===== src/rtl/rs_pkg.sv =====
// Shared definitions for the RS(16,8) encoder arbiter slice.
//   RS_K / RS_N : message / codeword length in bytes
//   state_t     : arbiter FSM encoding
//   rr_pick     : round-robin find-first, searching upward from ptr+1
//   gf_mul      : GF(2^8) multiply, field polynomial x^8+x^4+x^3+x^2+1
//   gen_poly    : low 8 coefficients of the monic generator prod(x - a^i), i=0..7
package rs_pkg;

    localparam int RS_K = 8;
    localparam int RS_N = 16;

    typedef enum logic [1:0] {ST_IDLE, ST_DATA, ST_PAR} state_t;

    // Search order ptr+1, ptr+2, ... wrapping at n; returns ptr if nothing set.
    function automatic logic [2:0] rr_pick(input logic [7:0] req, input logic [2:0] ptr,
                                           input int n);
        logic [2:0] win;
        logic       found;
        int         idx;
        win   = ptr;
        found = 1'b0;
        for (int i = 1; i <= 8; i++) begin
            if (i <= n && !found) begin
                idx = (int'(ptr) + i) % n;
                if (req[idx[2:0]]) begin
                    win   = idx[2:0];
                    found = 1'b1;
                end
            end
        end
        return win;
    endfunction

    function automatic logic [7:0] gf_mul(input logic [7:0] a, input logic [7:0] b);
        logic [7:0] p;
        logic [7:0] x;
        p = 8'h00;
        x = a;
        for (int i = 0; i < 8; i++) begin
            if (b[i]) p = p ^ x;
            x = {x[6:0], 1'b0} ^ (x[7] ? 8'h1D : 8'h00);
        end
        return p;
    endfunction

    function automatic logic [7:0][7:0] gen_poly();
        logic [8:0][7:0] g;
        logic [7:0]      a;
        g    = '0;
        g[0] = 8'h01;
        a    = 8'h01;
        for (int i = 0; i < RS_N - RS_K; i++) begin
            for (int j = 8; j >= 1; j--) g[j] = g[j-1] ^ gf_mul(a, g[j]);
            g[0] = gf_mul(a, g[0]);
            a    = gf_mul(a, 8'h02);
        end
        return g[7:0];
    endfunction

endpackage


===== src/rtl/rs_encoder_16_8.sv =====
// Systematic RS(16,8) encoder. Message bytes pass straight through (one cycle
// registered) while feeding the parity LFSR; after the 8th byte the 8 parity
// bytes are shifted out on the following 8 cycles, regardless of din_val.
//   clk, rst_n          : clock, async active-low reset
//   din_val/din_sop/din : input byte stream, sop marks message byte 1
//   dout_val/sop/eop    : codeword byte strobe, first byte, 16th byte
//   dout                : codeword byte
module rs_encoder_16_8
    import rs_pkg::*;
(
    input  logic       clk,
    input  logic       rst_n,
    input  logic       din_val,
    input  logic       din_sop,
    input  logic [7:0] din,
    output logic       dout_val,
    output logic       dout_sop,
    output logic       dout_eop,
    output logic [7:0] dout
);

    localparam logic [7:0][7:0] GEN = gen_poly();

    logic [7:0][7:0] lfsr, lfsr_nxt, base;
    logic [7:0]      fb;
    logic [2:0]      dcnt, pcnt;
    logic            par_act;

    // sop starts a fresh division, so the old remainder is ignored.
    always_comb begin
        base        = din_sop ? '0 : lfsr;
        fb          = din ^ base[7];
        lfsr_nxt[0] = gf_mul(fb, GEN[0]);
        for (int j = 1; j < 8; j++) lfsr_nxt[j] = base[j-1] ^ gf_mul(fb, GEN[j]);
    end

    always_ff @(posedge clk or negedge rst_n) begin
        if (!rst_n) begin
            lfsr     <= '0;
            dcnt     <= 3'd0;
            pcnt     <= 3'd0;
            par_act  <= 1'b0;
            dout_val <= 1'b0;
            dout_sop <= 1'b0;
            dout_eop <= 1'b0;
            dout     <= 8'h00;
        end else begin
            dout_val <= 1'b0;
            dout_sop <= 1'b0;
            dout_eop <= 1'b0;
            if (par_act) begin
                dout_val <= 1'b1;
                dout     <= lfsr[7];
                lfsr     <= {lfsr[6:0], 8'h00};
                dout_eop <= (pcnt == 3'd7);
                pcnt     <= pcnt + 3'd1;
                if (pcnt == 3'd7) par_act <= 1'b0;
            end else if (din_val) begin
                dout_val <= 1'b1;
                dout_sop <= din_sop;
                dout     <= din;
                lfsr     <= lfsr_nxt;
                dcnt     <= din_sop ? 3'd1 : dcnt + 3'd1;
                // 8th message byte: remainder is complete after this edge
                if ((din_sop ? 3'd0 : dcnt) == 3'd7) begin
                    par_act <= 1'b1;
                    pcnt    <= 3'd0;
                end
            end
        end
    end

endmodule


===== src/rtl/rs_enc_arbiter.sv =====
// Round-robin scheduler sharing one RS(16,8) encoder among NUM_CH requesters.
// Each grant pulls 8 bytes back-to-back, then idles the encoder input for the
// 8 parity cycles; codewords are tagged with the originating channel.
//   ch_en, s_req, s_data : per-channel enable, message-ready, FWFT byte
//   s_rd                 : one-hot read strobe, 8 cycles per grant
//   m_val/m_sop/m_eop/m_data : encoder output stream
//   m_ch                 : channel tag (tag FIFO head)
//   busy                 : FSM active or tags outstanding
module rs_enc_arbiter
    import rs_pkg::*;
#(
    parameter int NUM_CH = 4,
    parameter int CH_W   = $clog2(NUM_CH)
) (
    input  logic                  clk,
    input  logic                  rst_n,
    input  logic [NUM_CH-1:0]     ch_en,
    input  logic [NUM_CH-1:0]     s_req,
    input  logic [NUM_CH*8-1:0]   s_data,
    output logic [NUM_CH-1:0]     s_rd,
    output logic                  m_val,
    output logic                  m_sop,
    output logic                  m_eop,
    output logic [7:0]            m_data,
    output logic [CH_W-1:0]       m_ch,
    output logic                  busy
);

    state_t              state;
    logic [2:0]          cnt;
    logic [CH_W-1:0]     ptr;
    logic [NUM_CH-1:0]   req_m, win_oh;
    logic [CH_W-1:0]     win;
    logic                din_val, din_sop;
    logic [7:0]          din;

    assign req_m = s_req & ch_en;
    assign win   = CH_W'(rr_pick(8'(req_m), 3'(ptr), NUM_CH));

    always_comb begin
        win_oh      = '0;
        win_oh[win] = 1'b1;
    end

    always_ff @(posedge clk or negedge rst_n) begin
        if (!rst_n) begin
            state <= ST_IDLE;
            cnt   <= 3'd0;
            ptr   <= CH_W'(NUM_CH - 1);
            s_rd  <= '0;
        end else begin
            case (state)
                ST_IDLE: begin
                    if (|req_m) begin
                        state <= ST_DATA;
                        ptr   <= win;
                        s_rd  <= win_oh;
                        cnt   <= 3'd0;
                    end
                end
                ST_DATA: begin
                    cnt <= cnt + 3'd1;
                    if (cnt == 3'd7) begin
                        state <= ST_PAR;
                        s_rd  <= '0;
                    end
                end
                ST_PAR: begin
                    cnt <= cnt + 3'd1;
                    // Last parity cycle doubles as the next arbitration slot.
                    if (cnt == 3'd7) begin
                        if (|req_m) begin
                            state <= ST_DATA;
                            ptr   <= win;
                            s_rd  <= win_oh;
                            cnt   <= 3'd0;
                        end else begin
                            state <= ST_IDLE;
                        end
                    end
                end
                default: state <= ST_IDLE;
            endcase
        end
    end

    // ptr holds the granted channel for the whole DATA phase.
    always_comb begin
        din = 8'h00;
        for (int i = 0; i < NUM_CH; i++)
            if (ptr == CH_W'(i)) din = s_data[i*8 +: 8];
    end

    assign din_val = |s_rd;
    assign din_sop = (state == ST_DATA) && (cnt == 3'd0);

    rs_encoder_16_8 u_enc (
        .clk      (clk),
        .rst_n    (rst_n),
        .din_val  (din_val),
        .din_sop  (din_sop),
        .din      (din),
        .dout_val (m_val),
        .dout_sop (m_sop),
        .dout_eop (m_eop),
        .dout     (m_data)
    );

    // Two-entry tag FIFO: at most one codeword is in flight behind the one
    // being read, since a push and the previous pop coincide back-to-back.
    logic [1:0][CH_W-1:0] tag_mem;
    logic                 wp, rp, push, pop;
    logic [1:0]           tag_cnt;

    assign push = din_sop;
    assign pop  = m_eop;

    always_ff @(posedge clk or negedge rst_n) begin
        if (!rst_n) begin
            tag_mem <= '0;
            wp      <= 1'b0;
            rp      <= 1'b0;
            tag_cnt <= 2'd0;
        end else begin
            if (push) begin
                tag_mem[wp] <= ptr;
                wp          <= ~wp;
            end
            if (pop) rp <= ~rp;
            case ({push, pop})
                2'b10:   tag_cnt <= tag_cnt + 2'd1;
                2'b01:   tag_cnt <= tag_cnt - 2'd1;
                default: tag_cnt <= tag_cnt;
            endcase
        end
    end

    assign m_ch = tag_mem[rp];
    assign busy = (state != ST_IDLE) || (tag_cnt != 2'd0);

    a_push_full: assert property (@(posedge clk) disable iff (!rst_n)
                                  !(push && tag_cnt == 2'd2));
    a_pop_empty: assert property (@(posedge clk) disable iff (!rst_n)
                                  !(pop && tag_cnt == 2'd0));

endmodule

===== config.mk =====
export PLATFORM = sky130hd
export DESIGN_NAME = rs_enc_arbiter
export DESIGN_NICKNAME = d
export VERILOG_FILES = /design/src/rtl/rs_pkg.sv /design/src/rtl/rs_encoder_16_8.sv /design/src/rtl/rs_enc_arbiter.sv
export SDC_FILE = /design/constraint.sdc
export NUM_CORES = 1
export LEC_CHECK = 0
export ABC_AREA = 1
export CAP_MARGIN = 5
export CORE_ASPECT_RATIO = 1.2
export CORE_MARGIN = 3
export CORE_UTILIZATION = 40
export CTS_CLUSTER_DIAMETER = 100
export DETAILED_ROUTE_END_ITERATION = 10
export GPL_ROUTABILITY_DRIVEN = 0
export PLACE_DENSITY = 0.63
export SLEW_MARGIN = 20
export SYNTH_ARGS = -nofsm -noshare
export SYNTH_HDL_FRONTEND = slang
export SYNTH_HIERARCHICAL = 1
export SYNTH_SLANG_ARGS = --single-unit
export TNS_END_PERCENT = 1

===== constraint.sdc =====
create_clock -name clk -period 4.5 [get_ports clk]
set_input_delay 0.9 -clock clk [delete_from_list [all_inputs] [get_ports clk]]
set_output_delay 0.9 -clock clk [all_outputs]
set_load 0.005 [all_outputs]

==> results of run 1 <==
-- stage by stage --
stage / hold slack [ns] / util
floorplan: 0.447 / -
global placement: 0.467 / 0.456
detailed placement: 0.466 / 0.456
CTS: 0.483 / 0.474
global route: 0.510 / 0.474
finish: 0.482 / 0.474
-- layer usage --
metal  share of wire  routed length, um  GRT usage  up-vias
met5               0                  0          0        -
met4           0.020                407     0.0680        0
met3           0.057               1160     0.0346       34
met2            0.48               9680      0.337      223
met1            0.45               9020      0.284     3078
li1                -                  -          -     3354
-- cell usage in the layout (no fill, tap or decap), types with 3 or more instances in the layout --
master / n
a21oi_1: 28
xor2_2: 5
a31oi_1: 4
nand2_2: 25
nand2_1: 389
clkdlybuf4s50_1: 58
clkbuf_16: 9
nand3_2: 8
nor2_1: 52
xor2_4: 3
o21ai_1: 16
xnor2_1: 37
o211ai_1: 7
nand3b_1: 3
clkinv_8: 3
buf_4: 14
or2_1: 6
inv_1: 64
dfrtp_1: 99
ha_1: 15
xor2_1: 26
o22ai_1: 5
nand3_1: 84
nand4_1: 10
inv_2: 12
o21ai_0: 57
nand2_4: 8
-- cell usage after synthesis (10+ instances only) --
| cell | instances | area [um^2] |
|---|---|---|
| a21oi_1 | 28 | 140 |
| clkbuf_1 | 23 | 86.3 |
| dfrtp_1 | 99 | 2480 |
| ha_1 | 15 | 188 |
| inv_1 | 65 | 244 |
| inv_2 | 11 | 41.3 |
| nand2_1 | 389 | 1460 |
| nand2_2 | 25 | 156 |
| nand3_1 | 84 | 420 |
| nand4_1 | 10 | 62.6 |
| nor2_1 | 54 | 203 |
| o21ai_0 | 57 | 285 |
| o21ai_1 | 16 | 80.1 |
| xnor2_1 | 37 | 324 |
| xor2_1 | 26 | 228 |
-- final cells by class --
class,count,share of cell area
clock buffers,9,0.0270
clock inverters,7,0.0103
repair buffers,72,0.0821
flip-flops and latches,101,0.303
inverters,78,0.0362
well taps,220,0.0329
multi-input cells,807,0.509
-- sequential cells by signal, summed over array words and instances, names as in the netlist, 2 cells and up --
register    cells
u_enc/dout      8
u_enc/lfsr     64
cnt             3
tag_mem         4
tag_cnt         2
ptr             2
state           2
u_enc/pcnt      3
s_rd            4
u_enc/dcnt      3
-- cells by family after synthesis --
kind of cell | count (synthesis)
buf+inv | 114
simple gates | 593
flops | 101
xor+xnor | 73
fa+ha+maj | 15
mux | 2
compound gates | 124
-- what timing repair did --
item / 4_1_cts / 5_1_grt
endpoints found under the setup margin: 0 / 1
gates resized for setup: 0 / 1
hold buffers: 0 / 0
-- worst max-delay path by stage --
stage          cells after the start             end  slack (ns)   start
5_1_grt                           17  u_enc/lfsr[30]        0.12  ptr[1]
2_1_floorplan                     22  u_enc/lfsr[61]        1.08  ptr[1]
3_5_place_dp                      17  u_enc/lfsr[30]        0.39  ptr[1]
4_1_cts                           17  u_enc/lfsr[30]        0.36  ptr[1]
3_3_place_gp                      17  u_enc/lfsr[30]        0.43  ptr[1]
6_report                          17  u_enc/lfsr[30]        0.47  ptr[1]
==> impl_metrics.json, run 1 <==
{
  "die_x_um": 129,
  "vias": 6689,
  "area_delta_synth_final_pct": 15.3,
  "fmax_mhz": 248,
  "synthArstFlopShare": 1.00,
  "antenna_found_initial": 0,
  "dp_hpwl_um": 14900,
  "drive_gt1_frac": 0.0987,
  "grt_max_degree": 99,
  "drt_iter0_drc": 610,
  "min_to": "tag_cnt[1]",
  "num-nets-final": 1126,
  "clockRootBuffer": "clkbuf_16",
  "postSynthAreaPerCell_um2": 7.09,
  "path_cells": "inv_1 > ha_1 > nor2_2 > a221oi_1 > o31ai_1 > inv_1 > nand2_1 > nand2_1 > buf_4 > xnor2_4 > xor2_2 > inv_2 > nand2_1 > nand3_1 > nand3b_1 > nand3_1 > o21ai_0",
  "worstReg2RegEnd": "u_enc/lfsr[30]",
  "synth_top_family_by_area": "simple AND/OR/NAND/NOR gates",
  "cp.required_ns": 4.71,
  "muxShareOfSynthArea": 0.00311,
  "cts-buffers-inserted": 9,
  "synthSimpleGateAreaFrac": 0.358,
  "hp-start": "tag_cnt[1]",
  "criticalPathCategory": "reg -> reg",
  "rr_startpoint": "ptr[1]",
  "drt_wl_total_um": 20300,
  "synth_edf_count": 0,
  "syn_nets": 1079,
  "setup_ws_ns": 0.468,
  "cts_tree": "built",
  "clk_pin_slew_ns": 0.09,
  "grt_pass1_vias": 6329,
  "io_pins": 60,
  "rrSetupSlack_ns": 0.47,
  "h-tree-depth": 3,
  "start_util": 0.411,
  "cp_num_buf_inv": 4,
  "clk_path_buf_depth": 2,
  "syn_inst": 1022,
  "port_buffers": 59,
  "multi_input_area_um2": 4250,
  "min_period_over_period": 0.896,
  "seq_area_frac_synth": 0.349,
  "dp.cells": 1278,
  "postPlaceCellArea_um2": 8040,
  "insertion_delay_ns": 0.37,
  "rows": 53,
  "outcome": "finished clean",
  "cpMaxStageDelayCell": "dfstp_2",
  "cts_setup_buffers": 0,
  "synth_area_um2": 7250,
  "finalMaxSlewViolations": 0,
  "cts_num_sinks": 101,
  "timing.setup.tns_ns": 0,
  "avgViaCountPerCell": 5.17,
  "yosys.area_share.adder": 0.0259,
  "yosysWarnings": 6,
  "pre_cts_slack_ns": 0.392,
  "grt_pass1_wl_um": 33000,
  "hold_path_class": "reg -> reg",
  "ys.flop_type": "dfrtp_1",
  "rsz0062_at_grt": "false",
  "ant_nets": 0,
  "skew_ns": 0.0156,
  "ff_latch_area_um2": 2530,
  "drt-wirelength-per-cell_um": 15.7,
  "hold_depth": 1,
  "synth_compound_area_frac": 0.0929,
  "endpoint_kind": "register",
  "core_area_um2": 17600,
  "setup_viol": 0,
  "worstPathMaxFanout": 9,
  "maxSlewHeadroom": 0.393,
  "track_usage": 0.209,
  "cp_top_family": "simple AND/OR/NAND/NOR gates",
  "cp.arrival_ns": 4.25,
  "diodes": 0,
  "nFillCells": 1782,
  "maxCapViolCount": 0,
  "layoutNonFillerInstCount": 1294,
  "synth_seq_cells": 101,
  "synth_xor_area_frac": 0.105,
  "die_y_um": 153,
  "stdcell_area_um2": 8360,
  "remaining_drc_errors": 0,
  "worst_r2r_path_depth": 17,
  "die_area_um2": 19800,
  "slowest_delay_ns": 0.59,
  "worstMarginPinSlew_ns": 0.911,
  "start_kind": "register",
  "critPathMostFrequentCell": "nand2_1",
  "dr.pass1.iters": 5,
  "grt_overflow": 0,
  "finalHoldViolCount": 0,
  "fin_crit_ns": 4.03,
  "ys_types": 44
}
Power of run 1 is left out: the tool's default activity adds up to more than one toggle a clock period on the data nets, which glitch-free logic cannot reach.
==> run 2: changes to the inputs <==
CORE_MARGIN = 5   (was 3)
TNS_END_PERCENT = default   (was 1)
clock period = 4.1 ns   (was 4.5 ns; I/O delays follow)
==> impl_metrics.json, run 2 (synthesized netlist as in run 1, its figures left out) <==
{
  "outcome": "finished clean",
  "core_area_um2": 18000,
  "avgViaCountPerCell": 5.13,
  "hold_path_class": "reg -> reg",
  "worstMarginPinSlew_ns": 0.911,
  "start_kind": "register",
  "rrSetupSlack_ns": 0.44,
  "cts_num_sinks": 101,
  "maxSlewHeadroom": 0.392,
  "multi_input_area_um2": 4250,
  "dp.cells": 1285,
  "worstPathMaxFanout": 9,
  "largest_register_ffs": 64,
  "rr_startpoint": "ptr[1]",
  "vias": 6680,
  "finalHoldViolCount": 0,
  "clockRootBuffer": "clkbuf_16",
  "drt_wl_total_um": 20100,
  "cp.arrival_ns": 3.90,
  "dr.pass1.iters": 7,
  "criticalPathCategory": "reg -> reg",
  "worst_r2r_path_depth": 22,
  "fin_crit_ns": 3.66,
  "area_delta_synth_final_pct": 16.1,
  "die_y_um": 157,
  "drt-wirelength-per-cell_um": 15.4,
  "critPathMostFrequentCell": "nand2_1",
  "grt_pass1_vias": 6398,
  "cpMaxStageDelayCell": "dfstp_2",
  "die_x_um": 133,
  "grt_pass1_wl_um": 32900,
  "final_cell_mix": "nand2_1, dfrtp_1, nand3_1",
  "antenna_found_initial": 0,
  "maxCapViolCount": 0,
  "insertion_delay_ns": 0.36,
  "port_buffers": 59,
  "min_to": "u_enc/lfsr[35]",
  "grt_max_degree": 99,
  "remaining_drc_errors": 0,
  "reg.largest.list": "u_enc/lfsr: 64 flops, u_enc/dout: 8 flops",
  "h-tree-depth": 3,
  "rsz0062_at_grt": "false",
  "diodes": 0,
  "regMostFlops": "u_enc/lfsr",
  "cts_tree": "built",
  "layoutNonFillerInstCount": 1301,
  "clk_path_buf_depth": 2,
  "setup_viol": 0,
  "grt_overflow": 0,
  "clk_pin_slew_ns": 0.08,
  "slowest_delay_ns": 0.58,
  "cts_setup_buffers": 0,
  "fmax_mhz": 273,
  "min_period_over_period": 0.893,
  "start_util": 0.403,
  "worstReg2RegEnd": "u_enc/lfsr[29]",
  "hp-start": "u_enc/lfsr[35]",
  "ff_latch_area_um2": 2530,
  "path_cells": "inv_1 > ha_1 > nor2_2 > nand2_1 > nand2_1 > nand2_1 > a21oi_1 > buf_4 > xor2_4 > nand2_1 > nand2_1 > nand2_1 > nand2_2 > nand2_1 > nand2_2 > inv_2 > nand2_1 > nand2_1 > nor2_1 > nand3_1 > nand3_1 > o21ai_0",
  "cts-buffers-inserted": 9,
  "endpoint_kind": "register",
  "nFillCells": 1807,
  "io_pins": 60,
  "finalMaxSlewViolations": 0,
  "rows": 54,
  "dp_hpwl_um": 14700,
  "ant_nets": 0,
  "drive_gt1_frac": 0.100,
  "layout_commonest_cell": "nand2_1",
  "timing.setup.tns_ns": 0,
  "drt_iter0_drc": 498,
  "cts-hold-fix-buffers": 0,
  "skew_ns": 0.0103,
  "die_area_um2": 20900,
  "hold_depth": 2,
  "cp.required_ns": 4.34,
  "track_usage": 0.195,
  "num-nets-final": 1129
}
-- run 2: cell types whose count changed in the layout (fill, tap and decap cells not counted) --
| cell | previous run | this run |
|---|---|---|
| buf_12 | 0 | 1 |
| buf_4 | 14 | 16 |
| bufinv_16 | 0 | 1 |
| clkinv_8 | 3 | 2 |
| inv_1 | 64 | 65 |
| inv_2 | 12 | 11 |
| inv_6 | 2 | 1 |
| inv_8 | 2 | 3 |
-- run 2: layout make-up --
| type | instances | area share |
|---|---|---|
| clock inverter | 7 | 0.0122 |
| clock buffer | 9 | 0.0268 |
| inverter | 78 | 0.0360 |
| tap | 224 | 0.0333 |
| sequential | 101 | 0.301 |
| multi-input combinational | 807 | 0.505 |
| timing repair buffer | 75 | 0.0857 |
-- run 2: worst max-delay path by stage --
stage / startpoint / to / cells past startpoint
3_3_place_gp: ptr[1] / u_enc/lfsr[61] / 22
2_1_floorplan: ptr[1] / u_enc/lfsr[61] / 22
6_report: ptr[1] / u_enc/lfsr[29] / 22
3_5_place_dp: ptr[1] / u_enc/lfsr[61] / 22
4_1_cts: ptr[1] / u_enc/lfsr[29] / 22
5_1_grt: ptr[1] / u_enc/lfsr[61] / 22
-- run 2: metal layers --
metal | global-route usage | vias to the layer above | share of wire | wire [um]
met3 | 0.0358 | 38 | 0.055 | 1110
met2 | 0.318 | 216 | 0.46 | 9270
met4 | 0.0693 | 0 | 0.026 | 519
met5 | 0 | - | 0 | 0
li1 | - | 3351 | - | -
met1 | 0.261 | 3075 | 0.46 | 9190
-- run 2: metrics by stage --
step | hold slack (ns) | setup WS, ns | util | cell area [um^2]
2_1_floorplan | 0.447 | 0.676 | - | 7250
3_3_place_gp | 0.465 | 0.338 | 0.450 | 8080
3_5_place_dp | 0.466 | 0.315 | 0.450 | 8080
4_1_cts | 0.486 | 0.309 | 0.468 | 8410
5_1_grt | 0.497 | 0.0562 | 0.468 | 8410
6_report | 0.484 | 0.440 | 0.468 | 8410
-- run 2: worst max-delay path, delay by kind of cell, from the launching register on --
| kind | cells | cell delay [ns] |
|---|---|---|
| and+or+nand+nor | 15 | 1.63 |
| DFF | 1 | 0.58 |
| xor gates and xnor gates | 1 | 0.43 |
| buffers and inverters | 3 | 0.36 |
| AOI/OAI and AO/OA | 2 | 0.28 |
| adders and majority gates | 1 | 0.23 |
-- run 2: what timing repair did --
action / CTS / global route
gates resized for setup: 0 / 1
endpoints found under the setup margin: 0 / 8
hold endpoints to repair: 0 / 0
Power of run 2 is left out for the same reason.
==> run 3: changes to the inputs <==
CORE_MARGIN = default   (was 5)
GPL_ROUTABILITY_DRIVEN = default   (was 0)
==> impl_metrics.json, run 3 (synthesized netlist as in run 1, its figures left out) <==
{
  "outcome": "finished, violations left",
  "dr.pass1.iters": 8,
  "worstMarginPinSlew_ns": 0.900,
  "fin_util": 0.478,
  "startpoint": "ptr[1]",
  "largest_register_ffs": 64,
  "reg.largest.list": "u_enc/lfsr: 64 flops, u_enc/dout: 8 flops",
  "die_y_um": 149,
  "rrSetupSlack_ns": 0.45,
  "maxCapViolCount": 0,
  "start_util": 0.411,
  "rr_startpoint": "ptr[1]",
  "ff_latch_area_um2": 2530,
  "num-nets-final": 1137,
  "clk_pin_slew_ns": 0.08,
  "worstReg2RegEnd": "u_enc/lfsr[62]",
  "regMostFlops": "u_enc/lfsr",
  "ant_nets": 0,
  "worstPathMaxFanout": 8,
  "drt_iter0_drc": 561,
  "rsz0062_at_grt": "false",
  "clk_path_buf_depth": 2,
  "hold_path_class": "reg -> reg",
  "drt_wl_total_um": 20000,
  "drive_gt1_frac": 0.107,
  "endpoint_kind": "register",
  "die_area_um2": 18700,
  "maxSlewHeadroom": 0.400,
  "setup_viol": 0,
  "multi_input_area_um2": 4250,
  "rows": 53,
  "cts_tree": "built",
  "cts_num_sinks": 101,
  "timing.setup.tns_ns": 0,
  "grt_pass1_wl_um": 33300,
  "drt-wirelength-per-cell_um": 15.3,
  "hold_slack_ns": 0.485,
  "min_period_over_period": 0.891,
  "diodes": 0,
  "grt_max_degree": 99,
  "cp.required_ns": 4.35,
  "cts-hold-fix-buffers": 0,
  "port_buffers": 59,
  "h-tree-depth": 3,
  "track_usage": 0.228,
  "die_x_um": 125,
  "crit_end": "u_enc/lfsr[62]",
  "clockRootBuffer": "clkbuf_16",
  "finalHoldViolCount": 0,
  "area_delta_synth_final_pct": 16.3,
  "dp_hpwl_um": 14700,
  "io_pins": 60,
  "remaining_drc_errors": 2,
  "layout_commonest_cell": "nand2_1",
  "avgViaCountPerCell": 5.12,
  "skew_ns": 0.0141,
  "core_area_um2": 17600,
  "violations": "design-rule violations",
  "vias": 6677,
  "grt_overflow": 0,
  "cts-buffers-inserted": 9,
  "nFillCells": 1798,
  "criticalPathCategory": "reg -> reg",
  "start_kind": "register",
  "worst_r2r_path_depth": 19,
  "insertion_delay_ns": 0.37,
  "finalWeightedCongestion": 0.943,
  "antenna_found_initial": 0,
  "grt_pass1_vias": 6365,
  "final_cell_mix": "nand2_1, dfrtp_1, nand3_1",
  "fmax_mhz": 274,
  "cp.arrival_ns": 3.91,
  "fin_crit_ns": 3.65,
  "finalMaxSlewViolations": 0
}
## run 3: what timing repair did
action	4_1_cts	5_1_grt
resized for setup	0	1
setup buffers	0	0
setup endpoints to repair	0	9
## run 3: metrics by stage
stage,cells,setup slack [ns],area [um^2]
floorplan,1022,0.676,7250
global placement,1289,0.355,8120
detailed placement,1289,0.320,8120
CTS,1305,0.290,8430
global route,1305,0.00724,8430
finish,1305,0.447,8430
## run 3: final cells by class
type,count,share of cell area
clock buffers,9,0.0267
repair buffers,83,0.0912
flip-flops and latches,101,0.300
clock inverters,7,0.00906
well taps,220,0.0327
inverters,78,0.0359
multi-input cells,807,0.504
## run 3: worst min path at each step
stage                              start        endpoint  slack, ns  cells past startpoint
after floorplan               tag_cnt[1]      tag_cnt[1]       0.45                      1
final                         tag_cnt[1]      tag_cnt[1]       0.48                      1
after detailed placement  u_enc/lfsr[18]  u_enc/lfsr[18]       0.47                      2
after global routing          tag_cnt[1]      tag_cnt[1]       0.51                      1
after global placement        tag_mem[0]      tag_mem[0]       0.46                      2
after CTS                     tag_cnt[1]      tag_cnt[1]       0.48                      1
## run 3: worst max-delay path, cell delays in order, from the launching register on
cell,delay [ns]
dfstp_2,0.59
inv_1,0.12
ha_1,0.23
nor2_2,0.30
a221oi_1,0.15
o31ai_1,0.39
inv_1,0.14
nand3_1,0.13
nand2_2,0.15
xnor2_1,0.28
inv_1,0.09
nand2_1,0.08
nand2_2,0.13
inv_2,0.13
nand2_1,0.10
nand3_1,0.08
nand3_1,0.09
or2_1,0.22
nand3_1,0.07
nand2_1,0.07
## run 3: layer usage
layer,share of wire,global-route usage,vias to the layer above
li1,-,-,3382
met1,0.47,0.300,3090
met2,0.46,0.383,177
met3,0.047,0.0297,28
met4,0.027,0.0890,0
met5,0,0,-
Power of run 3 is left out for the same reason.
